## src/rtl/fir_result_capture_if.sv

```systemverilog
// fir_result_capture_if: filter-result input stream plus valid/ready drained-word output stream
//   din/din_valid   : signed filter result and its strobe (no backpressure)
//   dout/dout_valid : registered drained word and its valid flag
//   dout_ready      : consumer accepts dout this cycle
interface fir_result_capture_if #(
  parameter int IN_W  = 65,
  parameter int OUT_W = 16
);
  logic signed [IN_W-1:0]  din;
  logic                    din_valid;
  logic signed [OUT_W-1:0] dout;
  logic                    dout_valid;
  logic                    dout_ready;
  modport master (output din, din_valid, dout_ready, input dout, dout_valid);
  modport slave  (input din, din_valid, dout_ready, output dout, dout_valid);
endinterface

```

## src/rtl/fir_result_capture.sv

```systemverilog
// fir_result_capture: drop FIR warm-up samples, scale+saturate, buffer one frame, drain via valid/ready
//   clk, rst  : single clock, asynchronous active-high reset
//   start     : capture request, honoured in IDLE or DONE only
//   s         : input stream (din/din_valid) and output stream (dout/dout_valid/dout_ready)
//   busy      : high in SKIP, CAPTURE and DRAIN
//   done      : level, high in DONE
//   ovf_count : saturated samples in the current frame, sticky at 255
module fir_result_capture #(
  parameter int IN_W  = 65,
  parameter int OUT_W = 16,
  parameter int SHIFT = 15,
  parameter int DEPTH = 200,
  parameter int SKIP  = 8
) (
  input  logic                       clk,
  input  logic                       rst,
  input  logic                       start,
  fir_result_capture_if.slave        s,
  output logic                       busy,
  output logic                       done,
  output logic [7:0]                 ovf_count
);
  localparam int AW = DEPTH > 1 ? $clog2(DEPTH) : 1;
  localparam logic signed [IN_W-1:0] MAXV = {{(IN_W-OUT_W+1){1'b0}}, {(OUT_W-1){1'b1}}};
  localparam logic signed [IN_W-1:0] MINV = ~MAXV;
  typedef enum logic [2:0] {S_IDLE, S_SKIP, S_CAPTURE, S_DRAIN, S_DONE} state_t;
  state_t state, nxt;
  logic [OUT_W-1:0] mem [DEPTH];
  logic [OUT_W-1:0] rd_data, sat;
  logic [AW-1:0] wr_ptr, rd_addr;
  logic [7:0] skip_cnt;
  logic signed [IN_W-1:0] q;
  logic rd_vld, rd_all, hi, lo, go, wr, last_wr, hs, load, ren;
  assign go      = start && (state == S_IDLE || state == S_DONE);
  assign q       = s.din >>> SHIFT;
  assign hi      = q > MAXV;
  assign lo      = q < MINV;
  assign sat     = hi ? {1'b0, {(OUT_W-1){1'b1}}} : lo ? {1'b1, {(OUT_W-1){1'b0}}} : q[OUT_W-1:0];
  assign wr      = state == S_CAPTURE && s.din_valid;
  assign last_wr = wr && wr_ptr == AW'(DEPTH-1);
  assign hs      = s.dout_valid && s.dout_ready;
  // rd_data is a one-word prefetch stage between the RAM and the output register
  assign load    = rd_vld && (!s.dout_valid || s.dout_ready);
  assign ren     = state == S_DRAIN && !rd_all && (!rd_vld || load);
  assign busy    = state inside {S_SKIP, S_CAPTURE, S_DRAIN};
  assign done    = state == S_DONE;
  always_ff @(posedge clk or posedge rst)
    if (rst) state <= S_IDLE;
    else     state <= nxt;
  always_comb begin
    nxt = state;
    case (state)
      S_IDLE, S_DONE: nxt = start ? (SKIP == 0 ? S_CAPTURE : S_SKIP) : state;
      S_SKIP:         nxt = s.din_valid && skip_cnt == 8'(SKIP-1) ? S_CAPTURE : state;
      S_CAPTURE:      nxt = last_wr ? S_DRAIN : state;
      // the last word is in dout once every word has been read and the prefetch is empty
      S_DRAIN:        nxt = hs && rd_all && !rd_vld ? S_DONE : state;
      default:        nxt = S_IDLE;
    endcase
  end
  always_ff @(posedge clk or posedge rst) begin
    if (rst) begin
      wr_ptr       <= '0;
      rd_addr      <= '0;
      skip_cnt     <= '0;
      ovf_count    <= '0;
      rd_vld       <= 1'b0;
      rd_all       <= 1'b0;
      s.dout       <= '0;
      s.dout_valid <= 1'b0;
    end else begin
      if (go) begin
        wr_ptr    <= '0;
        rd_addr   <= '0;
        skip_cnt  <= '0;
        ovf_count <= '0;
        rd_vld    <= 1'b0;
        rd_all    <= 1'b0;
      end
      if (state == S_SKIP && s.din_valid) skip_cnt <= skip_cnt + 8'd1;
      if (wr) begin
        wr_ptr <= wr_ptr + AW'(1);
        if ((hi || lo) && ovf_count != 8'hff) ovf_count <= ovf_count + 8'd1;
      end
      if (ren) begin
        rd_addr <= rd_addr + AW'(1);
        rd_all  <= rd_addr == AW'(DEPTH-1);
        rd_vld  <= 1'b1;
      end else if (load) rd_vld <= 1'b0;
      if (load) begin
        s.dout       <= rd_data;
        s.dout_valid <= 1'b1;
      end else if (hs) s.dout_valid <= 1'b0;
    end
  end
  always_ff @(posedge clk) begin
    if (wr)  mem[wr_ptr] <= sat;
    if (ren) rd_data <= mem[rd_addr];
  end
endmodule

```

## src/flat_wrapper.sv

```systemverilog
// flat-port wrapper written by rule: the top's interface ports become plain ports
module fir_result_capture_flat 
#(
  parameter int IN_W  = 65,
  parameter int OUT_W = 16,
  parameter int SHIFT = 15,
  parameter int DEPTH = 200,
  parameter int SKIP  = 8
)
  (clk, rst, start, busy, done, ovf_count, s_din, s_din_valid, s_dout_ready, s_dout, s_dout_valid);
  fir_result_capture_if #(.IN_W(IN_W), .OUT_W(OUT_W)) s_i ();
  input  logic clk;
  input  logic rst;
  input  logic start;
  output logic busy;
  output logic done;
  output logic [7:0] ovf_count;
  input wire logic [$bits(s_i.din)-1:0] s_din;
  input wire logic [$bits(s_i.din_valid)-1:0] s_din_valid;
  input wire logic [$bits(s_i.dout_ready)-1:0] s_dout_ready;
  output wire logic [$bits(s_i.dout)-1:0] s_dout;
  output wire logic [$bits(s_i.dout_valid)-1:0] s_dout_valid;
  assign s_i.din = s_din;
  assign s_i.din_valid = s_din_valid;
  assign s_i.dout_ready = s_dout_ready;
  assign s_dout = s_i.dout;
  assign s_dout_valid = s_i.dout_valid;
  fir_result_capture #(.IN_W(IN_W), .OUT_W(OUT_W), .SHIFT(SHIFT), .DEPTH(DEPTH), .SKIP(SKIP)) u_core (.clk(clk), .rst(rst), .start(start), .s(s_i), .busy(busy), .done(done), .ovf_count(ovf_count));
endmodule
```

## config.mk

```make
export PLATFORM = sky130hd
export DESIGN_NAME = fir_result_capture_flat
export DESIGN_NICKNAME = d
export VERILOG_FILES = /design/src/rtl/fir_result_capture_if.sv /design/src/rtl/fir_result_capture.sv /design/src/flat_wrapper.sv
export SDC_FILE = /design/constraint.sdc
export NUM_CORES = 2
export LEC_CHECK = 0
export CORE_MARGIN = 2
export CORE_UTILIZATION = 40
export CTS_CLUSTER_DIAMETER = 60
export CTS_CLUSTER_SIZE = 8
export DETAILED_ROUTE_END_ITERATION = 10
export HOLD_SLACK_MARGIN = 0.08
export PLACE_DENSITY = 0.65
export SYNTH_ARGS = -nofsm -noshare
export SYNTH_HDL_FRONTEND = slang
export SYNTH_SLANG_ARGS = --single-unit
```

## constraint.sdc

```tcl
create_clock -name clk -period 6.7 [get_ports clk]
set_clock_uncertainty 0.05 [all_clocks]
set_input_delay 1.005 -clock clk [delete_from_list [all_inputs] [get_ports clk]]
set_output_delay 1.005 -clock clk [all_outputs]
set_load 0.01 [all_outputs]
```

==> flow_summary_export.csv <==
group,metric,value,unit
routing,routed_wl,344000,um
routing,wire_per_inst,32.4,um
worst_setup_path,timing.critical_path.from_type,"flip-flop",
worst_setup_path,crit_chain,"buf_12 > mux4_2 > a22o_1 > a221oi_1 > o32ai_1 > nor4_1 > o32ai_1",
worst_setup_path,path_max_fanout,38,
clocking,post-cts-setup-buffer-count,0,
clocking,cts_tree,"done",
timing,final_hold_viol_count,0,
clocking,clkSlewWorstSetupHoldPaths,0.05,ns
timing,slew_violations,0,
logic_synthesis,syn_area,126000,um^2
worst_setup_path,criticalPathCategory,"reg -> reg",
timing,tightest_slew,1.46,ns
layout,nFillCells,25600,
worst_setup_path,crit_family,"compound AO/OA/AOI/OAI gates",
logic_synthesis,ys_async_sr_fraction,1.65,%
logic_synthesis,syn-num-nets,5875,
timing,setup_violations,0,
grt,grt_overflow,0,
placed_design,port_buffers,81,
logic_synthesis,synth_top_area_cell,"edfxtp_1",
grt,antenna_found_initial,18,
layout,final_common_cell,"edfxtp_1",
timing,clock.fmax,0.205,GHz
layout,final_cells,10600,
power,total_power,55.9,mW
die,die_y,566,um
die,num_io_pins,97,
worst_setup_path,cpMostUsedCell,"o32ai_1",
worst_setup_path,end_kind,"flip-flop",
die,start_util,40.1,%
clocking,postCtsHoldBufs,0,
flow_run,max-cap-violations,0,
layout,area_growth,15.5,%
worst_setup_path,cpMaxStageDelayCell,"dfrtp_4",
placed_design,dp_hpwl,202000,um
grt,grt_use_total,21.3,%
die,coreArea,314000,um^2
timing,post-route-min-period,4.88,ns
die,die_x,566,um
layout,layout_common_cells,"edfxtp_1, mux4_2, clkbuf_16, buf_4, nor2_1",
logic_synthesis,synth_edf_count,3216,
power,power_density,383,nW/um^2
logic_synthesis,synth_cell_type_count,74,
logic_synthesis,ys.warnings.count,0,
power,peakVddDrop,0.000256,V
clocking,cts_resized,0,
routing,drc_errors,0,
timing,fin_setup_tns,0,ns
worst_setup_path,cp_data_arrival_time,5.48,ns
logic_synthesis,synthTopCellsByArea,"edfxtp_1, mux4_2, mux2i_1",
routing,via_per_inst,6.03,
clocking,cts_htree_levels,5,
hold_path,hold_class,"reg -> reg",
logic_synthesis,synth_top_cell_area_share,76.5,%
clocking,clock_path_buffers,4,
worst_setup_path,crit_path_max_incr_delay,1.16,ns
timing,maxSlewHeadroom,2.66,%
clocking,clk_latency,0.92,ns
logic_synthesis,syn_area_per_cell,21.8,um^2
logic_synthesis,netlist_instances,5798,
placed_design,gp_congestion,0.878,
worst_setup_path,required,7.30,ns
placed_design,dp.cells,10000,
layout,fin_area,146000,um^2
clocking,cts.sinks,3270,
routing,drtIter0Drc,8807,
placed_design,place_area,133000,um^2
timing,rsz0062_at_grt,"false",
timing,fin_crit_sh,72.8,%
power,p_leak,46.2,nW
logic_synthesis,ys_seq_area_share,77.6,%
grt,grt_pass1_vias,63900,
die,row_count,206,
grt,grt_max_degree,201,
logic_synthesis,synthFlopType,"edfxtp_1",
logic_synthesis,ys_ff_latch,3270,
worst_setup_path,timing.critical_path.buf_inv,1,
clocking,numCtsBuffers,455,
grt,grt_pass1_wl,483000,um
status,outcome,"finished, final reports clean",
clocking,root_buffer,"clkbuf_16",
layout,fin_nets,6404,
die,fp.dieArea,320000,um^2
routing,via_count,64000,
routing,first_pass_iters,6,
layout,layout-drive-gt1-share,26.5,%
routing,postRouteAntennaNets,0,
[final timing paths]
check	depth (start not counted)	slack [ns]	endpoint	from
worst min register to register	1	0.38	u_core.s.dout[11]	u_core.rd_data[11]
worst max-delay path	7	1.82	u_core.rd_data[7]	u_core.rd_addr[0]
max in group asynchronous	3	5.32	u_core.rd_addr[1]	rst
worst min-delay path	1	0.38	u_core.s.dout[11]	u_core.rd_data[11]
min in group asynchronous	3	0.60	u_core.skip_cnt[3]	rst
worst max register to register	7	1.82	u_core.rd_data[7]	u_core.rd_addr[0]
[cell families (layout without fill, tap and decap cells)]
group | after synthesis | in the layout | share of synthesized area, %
other cells | 0 | 9 | 0
fa+ha+maj | 7 | 7 | 0.0694
xor+xnor | 5 | 5 | 0.0347
compound gates | 539 | 539 | 3.04
simple gates | 664 | 664 | 2.35
mux | 959 | 959 | 15.2
flops | 3270 | 3270 | 77.6
buf+inv | 354 | 1013 | 1.72
[where the power goes]
group          leakage, nW  switching, mW  internal [mW]  total (mW)
combinational         9.99           7.00           5.10        12.1
sequential            30.1          0.480           22.9        23.4
clock                 6.02           8.22           12.2        20.4
total                 46.2           15.7           40.2        55.9
[metal layers]
metal	wire length [um]	vias to the layer above	share of wire (%)	global-route usage [%]
met5	64	-	0.019	0
met4	17000	8	4.9	9.44
met3	35400	648	10	4.21
met2	161000	3854	47	33.4
met1	131000	34100	38	29.0
li1	-	25400	-	-
[per-stage QoR]
step | hold slack (ns) | setup WS, ns | utilization, %
finish | 0.379 | 1.82 | 46.4
global route | 0.403 | 1.85 | 46.4
CTS | 0.391 | 2.03 | 46.4
detailed placement | 0.413 | 1.77 | 42.4
global placement | 0.407 | 1.86 | 42.4
floorplan | 0.398 | 1.23 | -
[Yosys cell counts (all sizes together), types with 35 or more instances]
cell type     n
nor2        246
o21ai        53
mux2         35
edfxtp     3216
a21oi        78
buf         218
clkbuf      120
dfrtp        54
nand2       209
o22ai        88
a22oi       108
mux2i       163
mux4        761
a221oi       37
[worst reg2reg max path: cells and delay by family, from the launching register on]
kind            cells  cell delay [ns]
simple gates        1             1.03
buf+inv             1             0.39
flops               1             1.16
compound gates      4             1.42
mux                 1             0.57
[cell type report]
| type | instances | area (um^2) | area share [%] |
|---|---|---|---|
| clock inverter | 32 | 654 | 0.449 |
| multi-input combinational | 2174 | 26400 | 18.1 |
| sequential | 3270 | 97900 | 67.2 |
| clock buffer | 555 | 11800 | 8.09 |
| antenna | 9 | 22.5 | 0.0154 |
| inverter | 14 | 57.6 | 0.0395 |
| tap | 4160 | 5200 | 3.57 |
| timing repair buffer | 412 | 3750 | 2.57 |
[flip-flops by register name (all words and copies together), names as in the netlist]
| name | cells |
|---|---|
| u_core.skip_cnt | 8 |
| u_core.s.dout | 16 |
| u_core.mem | 3200 |
| u_core.rd_vld | 1 |
| u_core.ovf_count | 8 |
| u_core.state | 3 |
| u_core.rd_addr | 8 |
| u_core.rd_data | 16 |
| u_core.wr_ptr | 8 |
| u_core.rd_all | 1 |
| u_core.s.dout_valid | 1 |
No activity file was read; power rests on OpenSTA's default activity.
